$ cat src/rtl/approx_pkg.sv
// Shared constants and types for the approximate-adder error monitor.
package approx_pkg;
  localparam int ADD_W     = 40;
  localparam int CNT_W     = 16;
  localparam int ERR_W_DEF = 56;

  typedef enum logic [1:0] {
    ACCUM  = 2'd0,
    DRAIN  = 2'd1,
    REPORT = 2'd2
  } mon_state_t;
endpackage

$ cat src/rtl/approx_abs_diff.sv
// Combinational unsigned absolute difference |x - y|.
module approx_abs_diff
  import approx_pkg::*;
(
  input  logic [ADD_W-1:0] x,
  input  logic [ADD_W-1:0] y,
  output logic [ADD_W-1:0] mag
);
  assign mag = (x >= y) ? (x - y) : (y - x);
endmodule

$ cat src/rtl/approx_error_monitor.sv
// Windowed error statistics for an approximate adder: mismatch count,
// saturating error sum and (with APPROX_ERR_MAX_EN) maximum error.
module approx_error_monitor
  import approx_pkg::*;
#(
  parameter int WINDOW = 16,
  parameter int ERR_W  = ERR_W_DEF
) (
  input  logic             clock,
  input  logic             reset,
  input  logic [ADD_W-1:0] A,
  input  logic [ADD_W-1:0] B,
  input  logic [ADD_W-1:0] Approx,
  input  logic             in_valid,
  output logic             in_ready,
  output logic             out_valid,
  input  logic             out_ready,
  output logic [CNT_W-1:0] mism_cnt,
  output logic [ERR_W-1:0] err_sum,
  output logic [ADD_W-1:0] err_max
);
  localparam int SW = ((ERR_W > ADD_W) ? ERR_W : ADD_W) + 1;

  mon_state_t       state_reg, state_next;
  logic [CNT_W-1:0] cnt_reg, cnt_next;
  logic             drain_reg, drain_next;

  logic             v0_reg, v1_reg, mis1_reg;
  logic [ADD_W-1:0] exact0_reg, approx0_reg, err1_reg, diff;
  logic [CNT_W-1:0] mism_reg;
  logic [ERR_W-1:0] sum_reg;
  logic [SW-1:0]    sum_ext, sum_lim;
  logic             accept, take;

  assign accept = in_valid && in_ready;
  assign take   = out_valid && out_ready;

  always_comb begin
    state_next = state_reg;
    cnt_next   = cnt_reg;
    drain_next = drain_reg;
    in_ready   = 1'b0;
    out_valid  = 1'b0;
    case (state_reg)
      ACCUM: begin
        in_ready = 1'b1;
        if (in_valid) begin
          if (cnt_reg == CNT_W'(WINDOW - 1)) begin
            cnt_next   = '0;
            drain_next = 1'b0;
            state_next = DRAIN;
          end else begin
            cnt_next = cnt_reg + 1'b1;
          end
        end
      end
      DRAIN: begin
        // Two cycles lets the last sample clear both pipeline stages.
        drain_next = 1'b1;
        if (drain_reg) state_next = REPORT;
      end
      REPORT: begin
        out_valid = 1'b1;
        if (out_ready) state_next = ACCUM;
      end
      default: state_next = ACCUM;
    endcase
  end

  always_ff @(posedge clock or posedge reset) begin
    if (reset) begin
      state_reg <= ACCUM;
      cnt_reg   <= '0;
      drain_reg <= 1'b0;
    end else begin
      state_reg <= state_next;
      cnt_reg   <= cnt_next;
      drain_reg <= drain_next;
    end
  end

  approx_abs_diff u_abs (
    .x   (exact0_reg),
    .y   (approx0_reg),
    .mag (diff)
  );

  always_ff @(posedge clock or posedge reset) begin
    if (reset) begin
      v0_reg      <= 1'b0;
      exact0_reg  <= '0;
      approx0_reg <= '0;
      v1_reg      <= 1'b0;
      err1_reg    <= '0;
      mis1_reg    <= 1'b0;
    end else begin
      v0_reg <= accept;
      if (accept) begin
        exact0_reg  <= A + B;
        approx0_reg <= Approx;
      end
      v1_reg <= v0_reg;
      if (v0_reg) begin
        err1_reg <= diff;
        mis1_reg <= (exact0_reg != approx0_reg);
      end
    end
  end

  assign sum_ext = SW'(sum_reg) + SW'(err1_reg);
  assign sum_lim = SW'({ERR_W{1'b1}});

  always_ff @(posedge clock or posedge reset) begin
    if (reset) begin
      mism_reg <= '0;
      sum_reg  <= '0;
    end else if (take) begin
      mism_reg <= '0;
      sum_reg  <= '0;
    end else if (v1_reg) begin
      mism_reg <= mism_reg + CNT_W'(mis1_reg);
      sum_reg  <= (sum_ext > sum_lim) ? {ERR_W{1'b1}} : sum_ext[ERR_W-1:0];
    end
  end

`ifdef APPROX_ERR_MAX_EN
  logic [ADD_W-1:0] max_reg;
  always_ff @(posedge clock or posedge reset) begin
    if (reset)                               max_reg <= '0;
    else if (take)                           max_reg <= '0;
    else if (v1_reg && err1_reg > max_reg)   max_reg <= err1_reg;
  end
  assign err_max = max_reg;
`else
  assign err_max = '0;
`endif

  assign mism_cnt = mism_reg;
  assign err_sum  = sum_reg;
endmodule
$ cat config.mk
export PLATFORM = sky130hd
export DESIGN_NAME = approx_error_monitor
export DESIGN_NICKNAME = d
export VERILOG_FILES = /design/src/rtl/approx_pkg.sv /design/src/rtl/approx_abs_diff.sv /design/src/rtl/approx_error_monitor.sv
export SDC_FILE = /design/constraint.sdc
export NUM_CORES = 1
export LEC_CHECK = 0
export CAP_MARGIN = 25
export CORE_ASPECT_RATIO = 1.4
export CORE_MARGIN = 3
export CORE_UTILIZATION = 61
export DETAILED_ROUTE_END_ITERATION = 12
export GPL_TIMING_DRIVEN = 0
export PLACE_DENSITY = 0.88
export SKIP_CTS_REPAIR_TIMING = 1
export SLEW_MARGIN = 15
export SYNTH_ARGS = -nofsm -noshare
export SYNTH_HDL_FRONTEND = slang
export SYNTH_SLANG_ARGS = --single-unit
$ cat constraint.sdc
create_clock -name clock -period 19.48 [get_ports clock]
set_input_delay 1.948 -clock clock [delete_from_list [all_inputs] [get_ports clock]]
set_output_delay 1.948 -clock clock [all_outputs]
set_load 0.05 [all_outputs]
==> flow_metrics.py, run 1 <==
metrics = {
    "outcome": {
        "outcome": "finished, final reports clean",
    },
    "synth": {
        "syn_avg_cell_area_um2": 8.05,
        "synth_edf_count": 0,
        "async_reset_ff_share_pct": 100,
        "ys_seq_elements": 214,
        "syn_area_um2": 17700,
        "synth_area_leaders": "dfrtp_1, ha_1, a21oi_1",
        "synth_warnings": 0,
        "syn-instance-count": 2193,
        "yosys.cell_types.count": 82,
        "synth_seq_area_share_pct": 30.3,
        "synth_ff_type": "dfrtp_1",
        "synth_top_area_share_pct": 30.3,
        "synth_top_area_cell": "dfrtp_1",
    },
    "clock_network": {
        "clockBufferDepth": 3,
        "clkSinkCount": 214,
        "root_buffer": "clkbuf_16",
        "cts_buffers": 22,
        "clk_latency_ns": 0.54,
        "path_clk_slew_ns": 0.06,
        "cts_max_level": 1,
        "tritoncts": "built",
    },
    "route": {
        "ant_nets": 0,
        "wirelength_um": 58400,
        "drt-initial-drc-count": 1103,
        "dr.pass1.iters": 5,
        "drt-vias-per-instance": 6.20,
        "wl_per_cell_um": 20.5,
        "drc_errors": 0,
        "vias": 17600,
    },
    "sta": {
        "fin_crit_ns": 5.32,
        "setup_viol": 0,
        "setup_slack_ns": 14.16,
        "slew-limit-headroom_pct": 24.1,
        "slew_viol_final": 0,
        "grt_setup_unrepaired": "no",
        "tns_ns": 0,
        "fmax_mhz": 188,
        "hold_viol": 0,
        "finalCritPeriodShare_pct": 27.3,
        "finalClockSkew_ns": 0.0164,
        "worst_pin_slew_ns": 1.13,
    },
    "power": {
        "powerDensity_nw_per_um2": 159,
        "p_sw_share_pct": 50.8,
        "clkPwrFrac_pct": 12.8,
        "combPwrFrac_pct": 64.5,
        "p_leak_nw": 9.43,
        "p_seq_share_pct": 22.7,
        "internal-power_mw": 1.64,
        "p_sw_mw": 1.70,
        "irDropWorstVdd_mv": 0.0860,
    },
    "setup_path": {
        "end_kind": "register",
        "critPathMaxFanout": 3,
        "crit_buf_inv": 2,
        "cp_slowest_cell": "a311oi_1",
        "worstPathRequired_ns": 19.91,
        "crit_path_cell_trace": "clkdlybuf4s50_1 -> ha_1 -> inv_1 -> fa_1 -> nor2b_1 -> o21ai_0 -> a21oi_1 -> o31ai_1 -> a21oi_1 -> o2111ai_1 -> a311oi_1 -> o21ai_0 -> and3_1 -> o31ai_1",
        "crit_family": "compound AO/OA/AOI/OAI gates",
        "crit_type": "input port to register",
        "cp_data_arrival_time_ns": 5.75,
        "slowest_delay_ns": 0.52,
        "startpoint_type": "input port",
    },
    "cells_and_area": {
        "largest_reg_flops": 56,
        "fillCellCount": 2154,
        "fin_nets": 2744,
        "insertedDiodeCount": 0,
        "area_delta_synth_final_pct": 19.1,
        "drive_gt1_share_pct": 5.46,
    },
    "floorplan": {
        "start_util_pct": 62.0,
        "die_area_um2": 31100,
        "core_um2": 28500,
        "die_w_um": 150,
        "io_pins": 238,
        "row_count": 73,
        "die_h_um": 207,
    },
    "run": {
        "cap_violations": 0,
    },
    "grt": {
        "grt_pass1_wl_um": 92000,
        "overflow": 0,
        "grt_usage_pct": 36.8,
        "busiest_layer": "met2",
        "grt_util_met1_pct": 40.3,
        "antenna_found_initial": 0,
        "first_global_vias": 17900,
        "use_met2_pct": 65.2,
        "grt_max_degree": 94,
        "groute.layer.met3.usage_pct": 5.09,
    },
    "placement": {
        "place_congestion": 1.01,
        "place_hpwl_um": 46500,
        "pre_cts_slack_ns": 13.86,
        "numPortBuffers": 197,
    },
    "worst_hold_path": {
        "hold_path_class": "register to register",
    },
}
## power groups by stage
| stage | Combinational (mW) | Clock [mW] | Sequential (mW) |
|---|---|---|---|
| 2_1_floorplan | 1.30 | 0 | 0.959 |
| 3_3_place_gp | 2.05 | 0 | 0.743 |
| 6_report | 2.15 | 0.428 | 0.759 |
| 4_1_cts | 2.12 | 0.428 | 0.750 |
| 5_1_grt | 2.34 | 0.446 | 0.771 |
| 3_5_place_dp | 2.10 | 0 | 0.754 |
## final cells by class
class	instances	area [µm²]	share of cell area (%)
repair buffers	199	2030	9.64
clock buffers	30	621	2.95
plain buffers	150	768	3.65
well taps	375	469	2.23
inverters	136	518	2.46
clock inverters	10	98.8	0.470
flip-flops and latches	214	5360	25.5
multi-input cells	1732	11200	53.1
## kinds of logic after synthesis
kind of cell,after synthesis,synth area share [%]
adder cells (fa/ha/maj),165,11.9
flip-flops,214,30.3
buffers and inverters,286,7.24
AND/OR/NAND/NOR,607,16.0
XOR/XNOR,124,6.15
AO/OA/AOI/OAI,761,26.3
other,1,0.0212
multiplexers,35,2.05
## synth_stat cells (33+ instances only)
master,number
nor3_1,33
nand4_1,40
o21ai_0,226
xor2_1,60
a21oi_1,231
a31oi_1,42
nand2_1,225
nor2_1,148
dfrtp_1,214
buf_4,42
a21o_1,67
inv_1,136
o21bai_1,36
clkbuf_1,88
ha_1,161
xnor2_1,64
nand3_1,44
## metal layers
layer	part of all wire [%]	wire length [µm]
met5	0	0
met4	7.8	4560
met3	6.0	3510
met1	36	21000
met2	50	29300
## path summary, 6_finish.rpt
| path | startpoint | end | slack, ns | cells past startpoint |
|---|---|---|---|---|
| hold / removal | cnt_reg[15] | cnt_reg[15] | 0.47 | 1 |
| min in group asynchronous | reset | mism_cnt[9] | 1.84 | 2 |
| setup / recovery | B[0] | exact0_reg[36] | 14.16 | 14 |
| setup reg to reg | err_sum[0] | err_sum[33] | 14.65 | 14 |
| max in group asynchronous | reset | exact0_reg[36] | 16.46 | 4 |
| hold reg to reg | cnt_reg[15] | cnt_reg[15] | 0.47 | 1 |
## placed cells by master (no fill, tap or decap), types with 9 or more instances in the layout
| master | synthesis | final |
|---|---|---|
| or3_1 | 12 | 12 |
| clkbuf_1 | 88 | 92 |
| o21bai_1 | 36 | 36 |
| a21oi_1 | 231 | 231 |
| inv_1 | 136 | 135 |
| o21a_1 | 22 | 22 |
| buf_2 | 13 | 13 |
| a31oi_1 | 42 | 42 |
| nand2b_1 | 15 | 15 |
| xor2_1 | 60 | 60 |
| conb_1 | 1 | 40 |
| nor2b_1 | 16 | 16 |
| mux2_2 | 9 | 9 |
| nor2_1 | 148 | 148 |
| ha_1 | 161 | 161 |
| o31ai_1 | 14 | 14 |
| nand4_1 | 40 | 40 |
| a21o_1 | 67 | 67 |
| clkdlybuf4s50_1 | 0 | 197 |
| buf_4 | 42 | 42 |
| mux2i_1 | 26 | 26 |
| nand2_1 | 225 | 225 |
| dfrtp_1 | 214 | 214 |
| nand3_1 | 44 | 44 |
| or2_2 | 9 | 9 |
| nor3_1 | 33 | 33 |
| and3_1 | 17 | 17 |
| o21ai_0 | 226 | 226 |
| nor4_1 | 10 | 10 |
| clkbuf_16 | 0 | 22 |
| a221oi_1 | 10 | 10 |
| a211oi_1 | 19 | 19 |
| and2_1 | 9 | 9 |
| xnor2_1 | 64 | 64 |
## metrics by stage
stage | utilization [%] | cells | instance area (µm²) | total power, mW | hold slack [ns]
after CTS | 73.8 | 2846 | 21000 | 3.30 | 0.476
after detailed placement | 71.3 | 2806 | 20300 | 2.86 | 0.467
final | 73.8 | 2846 | 21000 | 3.34 | 0.473
after floorplan | - | 2232 | 17800 | 2.26 | 0.410
after global placement | 71.0 | 2804 | 20200 | 2.80 | 0.465
after global routing | 73.8 | 2846 | 21000 | 3.56 | 0.515
No activity file was read; power rests on OpenSTA's default activity.
==> inputs of run 2 (changes only) <==
- CORE_UTILIZATION: 61 -> 51
- PLACE_DENSITY: 0.88 -> 0.79
- clock period: 19.48 -> 4.7 ns (I/O delays scaled with it)
==> flow_metrics.py, run 2 (synthesized netlist as in run 1, its figures left out) <==
metrics = {
    "outcome": {
        "outcome": "finished, final reports clean",
    },
    "grt": {
        "grt_usage_pct": 29.2,
        "first_global_vias": 17100,
        "grt_pass1_wl_um": 86900,
        "antenna_found_initial": 0,
        "grt_max_degree": 38,
        "overflow": 0,
    },
    "sta": {
        "grt_setup_unrepaired": "no",
        "slew_viol_final": 0,
        "finalCritPeriodShare_pct": 93.5,
        "tns_ns": 0,
        "slew-limit-headroom_pct": 32.3,
        "finalClockSkew_ns": 0.0128,
        "hold_viol": 0,
        "setup_viol": 0,
        "hold_ws_ns": 0.318,
        "fin_crit_ns": 4.40,
        "worst_pin_slew_ns": 1.01,
        "setup_slack_ns": 0.304,
        "fmax_mhz": 227,
    },
    "setup_path": {
        "worstPathRequired_ns": 5.11,
        "crit_type": "register to register",
        "startpoint_type": "register",
        "end_kind": "register",
        "cp_data_arrival_time_ns": 4.80,
        "worstRegToRegCells": 14,
        "critPathMaxFanout": 10,
    },
    "cells_and_area": {
        "drive_gt1_share_pct": 5.78,
        "largest_reg_flops": 56,
        "area_delta_synth_final_pct": 20.8,
        "final_cell_mix": "a21oi_1, o21ai_0, nand2_1",
        "layout_commonest_cell": "a21oi_1",
        "fin_nets": 2750,
        "insertedDiodeCount": 0,
    },
    "floorplan": {
        "die_h_um": 226,
        "core_um2": 34100,
        "row_count": 80,
        "io_pins": 238,
        "die_w_um": 163,
        "start_util_pct": 51.7,
        "die_area_um2": 36900,
    },
    "route": {
        "ant_nets": 0,
        "drt-initial-drc-count": 1128,
        "wirelength_um": 55300,
        "vias": 17200,
        "wl_per_cell_um": 18.9,
        "dr.pass1.iters": 5,
        "drc_errors": 0,
        "drt-vias-per-instance": 5.87,
    },
    "placement": {
        "numPortBuffers": 197,
        "pre_cts_slack_ns": 0.161,
        "place_congestion": 0.950,
        "place_hpwl_um": 45200,
    },
    "clock_network": {
        "root_buffer": "clkbuf_16",
        "path_clk_slew_ns": 0.06,
        "clk_latency_ns": 0.55,
        "clockBufferDepth": 3,
        "cts_buffers": 24,
        "tritoncts": "built",
        "clkSinkCount": 214,
        "cts_max_level": 1,
    },
    "power": {
        "p_seq_share_pct": 22.2,
        "irDropWorstVdd_mv": 0.412,
        "combPwrFrac_pct": 62.9,
        "p_sw_mw": 6.91,
        "power_mw": 14.0,
        "p_sw_share_pct": 49.3,
        "clkPwrFrac_pct": 14.9,
        "internal-power_mw": 7.09,
        "powerDensity_nw_per_um2": 656,
        "p_leak_nw": 9.53,
    },
    "worst_hold_path": {
        "hold_path_class": "input port to asynchronous set/reset pin",
    },
    "run": {
        "cap_violations": 0,
    },
}
[run 2: cell types whose count changed in the layout (fill, tap and decap cells not counted)]
cell / change
clkbuf_1: -3
bufinv_16: +5
buf_12: +6
clkbuf_8: -3
buf_16: -2
inv_6: -1
clkinv_2: -1
clkbuf_16: +2
clkbuf_2: +1
clkinv_4: +1
[run 2: per-stage QoR]
stage / area (µm²) / std cells / util (%)
6_report: 21300 / 2927 / 62.5
5_1_grt: 21300 / 2927 / 62.5
4_1_cts: 21300 / 2927 / 62.5
3_5_place_dp: 20500 / 2886 / 60.0
3_3_place_gp: 20300 / 2880 / 59.6
2_1_floorplan: 17800 / 2232 / -
[run 2: cell type report]
class | instances | area, µm²
Buffer | 150 | 769
Clock buffer | 27 | 622
Clock inverter | 14 | 248
Fill cell | 3016 | 12800
Inverter | 136 | 514
Multi-Input combinational cell | 1732 | 11200
Sequential cell | 214 | 5360
Tap cell | 451 | 564
Timing Repair Buffer | 203 | 2090
[run 2: worst paths after layout]
| kind | start | end | slack (ns) |
|---|---|---|---|
| max in group asynchronous | reset | approx0_reg[33] | 3.37 |
| worst min register to register | cnt_reg[15] | cnt_reg[15] | 0.48 |
| worst min-delay path | reset | err1_reg[17] | 0.32 |
| worst max-delay path | err_sum[0] | err_sum[26] | 0.30 |
| min in group clock | cnt_reg[15] | cnt_reg[15] | 0.48 |
| worst max register to register | err_sum[0] | err_sum[26] | 0.30 |
[run 2: power by group through the flow]
stage	Combinational, mW	Sequential, mW	Clock [mW]
6_report	8.81	3.10	2.09
2_1_floorplan	5.38	3.97	0
5_1_grt	9.57	3.19	2.18
3_3_place_gp	8.52	3.09	0
3_5_place_dp	8.66	3.12	0
4_1_cts	8.71	3.10	2.11
[run 2: worst max-delay path: stages (launching register included)]
cell and delay (ns):
dfrtp_1 0.40, ha_1 0.24, inv_1 0.08, fa_1 0.20, nor2b_1 0.07, o31a_1 0.28
o311ai_1 0.44, a211oi_2 0.23, o211ai_1 0.38, a31oi_1 0.26, and4_1 0.28, clkbuf_1 0.26
nor2_1 0.59, clkbuf_2 0.41, a21oi_1 0.13
[run 2: metal layers]
| layer | part of all wire [%] | up-vias | wire length [µm] | GRT usage (%) |
|---|---|---|---|---|
| li1 | - | 8296 | - | - |
| met1 | 38 | 8195 | 21100 | 32.5 |
| met2 | 52 | 543 | 28600 | 54.6 |
| met3 | 3.9 | 156 | 2180 | 2.13 |
| met4 | 6.1 | 0 | 3350 | 16.1 |
| met5 | 0 | - | 0 | 0 |
==> inputs of run 3 (changes only) <==
- CORE_UTILIZATION: 51 -> 33
- PLACE_DENSITY: 0.79 -> 0.63
==> flow_metrics.py, run 3 (synthesized netlist as in run 1, its figures left out) <==
metrics = {
    "sta": {
        "slew_viol_final": 0,
        "grt_setup_unrepaired": "no",
        "slew-limit-headroom_pct": 25.5,
        "fin_crit_ns": 4.41,
        "tns_ns": 0,
        "finalCritPeriodShare_pct": 93.8,
        "hold_ws_ns": 0.396,
        "fmax_mhz": 227,
        "worst_pin_slew_ns": 1.10,
        "finalClockSkew_ns": 0.0313,
        "hold_viol": 0,
        "setup_viol": 0,
    },
    "grt": {
        "grt_usage_pct": 20.5,
        "grt_util_met1_pct": 23.0,
        "antenna_found_initial": 0,
        "use_met2_pct": 39.4,
        "grt_pass1_wl_um": 93000,
        "grt_max_degree": 37,
        "first_global_vias": 17000,
        "overflow": 0,
        "groute.layer.met3.usage_pct": 1.66,
        "busiest_layer": "met2",
    },
    "cells_and_area": {
        "layout_commonest_cell": "a21oi_1",
        "fillCellCount": 5470,
        "drive_gt1_share_pct": 5.85,
        "multi_input_area_um2": 11200,
        "area_delta_synth_final_pct": 22.6,
        "fin_nets": 2751,
        "largest_reg_flops": 56,
        "final_cell_mix": "a21oi_1, o21ai_0, nand2_1",
        "register_area_um2": 5360,
    },
    "setup_path": {
        "r2r_slack_ns": 0.29,
        "startpoint_type": "register",
        "worstPathRequired_ns": 5.15,
        "cp_data_arrival_time_ns": 4.86,
        "end_kind": "register",
        "critPathMaxFanout": 9,
        "slowest_delay_ns": 0.96,
        "cp_slowest_cell": "o311ai_0",
        "crit_path_cell_trace": "inv_1 -> ha_1 -> clkbuf_1 -> nand4_1 -> a211oi_1 -> nor2_1 -> o311ai_0 -> a41oi_1 -> a31oi_1 -> o32ai_1 -> xor2_1 -> a21oi_1",
        "crit_type": "register to register",
    },
    "route": {
        "drt-vias-per-instance": 5.33,
        "wl_per_cell_um": 18.8,
        "drt-initial-drc-count": 894,
        "wirelength_um": 60000,
        "ant_nets": 0,
        "drc_errors": 0,
        "vias": 17000,
        "dr.pass1.iters": 5,
    },
    "floorplan": {
        "io_pins": 238,
        "die_h_um": 280,
        "start_util_pct": 33.6,
        "core_um2": 52500,
        "row_count": 99,
        "die_area_um2": 56400,
        "die_w_um": 201,
    },
    "clock_network": {
        "clk_latency_ns": 0.55,
        "path_clk_slew_ns": 0.06,
        "clkSinkCount": 214,
        "clockBufferDepth": 3,
        "root_buffer": "clkbuf_16",
        "tritoncts": "built",
        "cts_max_level": 1,
        "cts_buffers": 24,
    },
    "power": {
        "p_leak_nw": 9.52,
        "powerDensity_nw_per_um2": 648,
        "irDropWorstVdd_mv": 0.262,
    },
    "placement": {
        "place_congestion": 0.946,
        "numPortBuffers": 197,
        "place_hpwl_um": 50200,
    },
    "run": {
        "cap_violations": 0,
    },
    "outcome": {
        "outcome": "finished, final reports clean",
    },
    "worst_hold_path": {
        "hold_path_class": "input port to asynchronous set/reset pin",
    },
}
==> run 3: cell types whose count changed in the layout (fill, tap and decap cells not counted), sizes merged <==
| cell | previous run | this run |
|---|---|---|
| clkbuf | 116 | 121 |
| bufinv | 6 | 4 |
| clkinvlp | 2 | 4 |
| buf | 67 | 68 |
| clkinv | 5 | 4 |
| diode | 0 | 1 |
| inv | 137 | 136 |
==> run 3: critical path: cells and delay by family (launching register included) <==
kind | cells | cell delay (ns)
compound gates | 6 | 2.49
simple gates | 2 | 0.59
buf+inv | 2 | 0.41
flops | 1 | 0.38
fa+ha+maj | 1 | 0.27
xor+xnor | 1 | 0.16
==> run 3: power by group <==
part / internal (mW) / switching [mW] / leakage, nW
Combinational: 3.33 / 5.55 / 6.62
Clock: 1.23 / 0.806 / 0.409
Sequential: 2.48 / 0.629 / 2.49
Total: 7.04 / 6.98 / 9.52
==> run 3: path summary, 6_finish.rpt <==
path	from	to	cells after the start
hold / removal	reset	err_sum[7]	2
setup / recovery	exact0_reg[11]	err1_reg[38]	12
max in group asynchronous	reset	exact0_reg[37]	5
min in group clock	cnt_reg[15]	cnt_reg[15]	1
hold reg to reg	cnt_reg[15]	cnt_reg[15]	1
setup reg to reg	exact0_reg[11]	err1_reg[38]	12
==> run 3: cell type report <==
| cell class | instances | share of cell area [%] |
|---|---|---|
| antenna | 1 | 0.0116 |
| clock inverter | 12 | 0.844 |
| multi-input combinational | 1732 | 51.6 |
| buffer | 150 | 3.55 |
| timing repair buffer | 204 | 9.69 |
| tap | 707 | 4.09 |
| sequential | 214 | 24.7 |
| clock buffer | 32 | 3.10 |
| inverter | 136 | 2.38 |
==> run 3: layer usage <==
| metal | wire length [µm] | vias to the layer above |
|---|---|---|
| met5 | 0 | - |
| met4 | 2890 | 0 |
| met3 | 2390 | 123 |
| met2 | 31000 | 497 |
| met1 | 23700 | 8060 |
| li1 | - | 8305 |
==> run 3: through the flow <==
stage	util [%]	instance area (µm²)	cells	total power, mW	setup WS (ns)
2_1_floorplan	-	17800	2232	9.36	1.37
3_3_place_gp	39.3	20700	3136	11.8	-0.286
3_5_place_dp	39.6	20800	3143	12.0	0.0956
4_1_cts	41.2	21600	3187	14.1	0.0502
5_1_grt	41.2	21600	3187	15.1	0.120
6_report	41.2	21600	3188	14.0	0.293
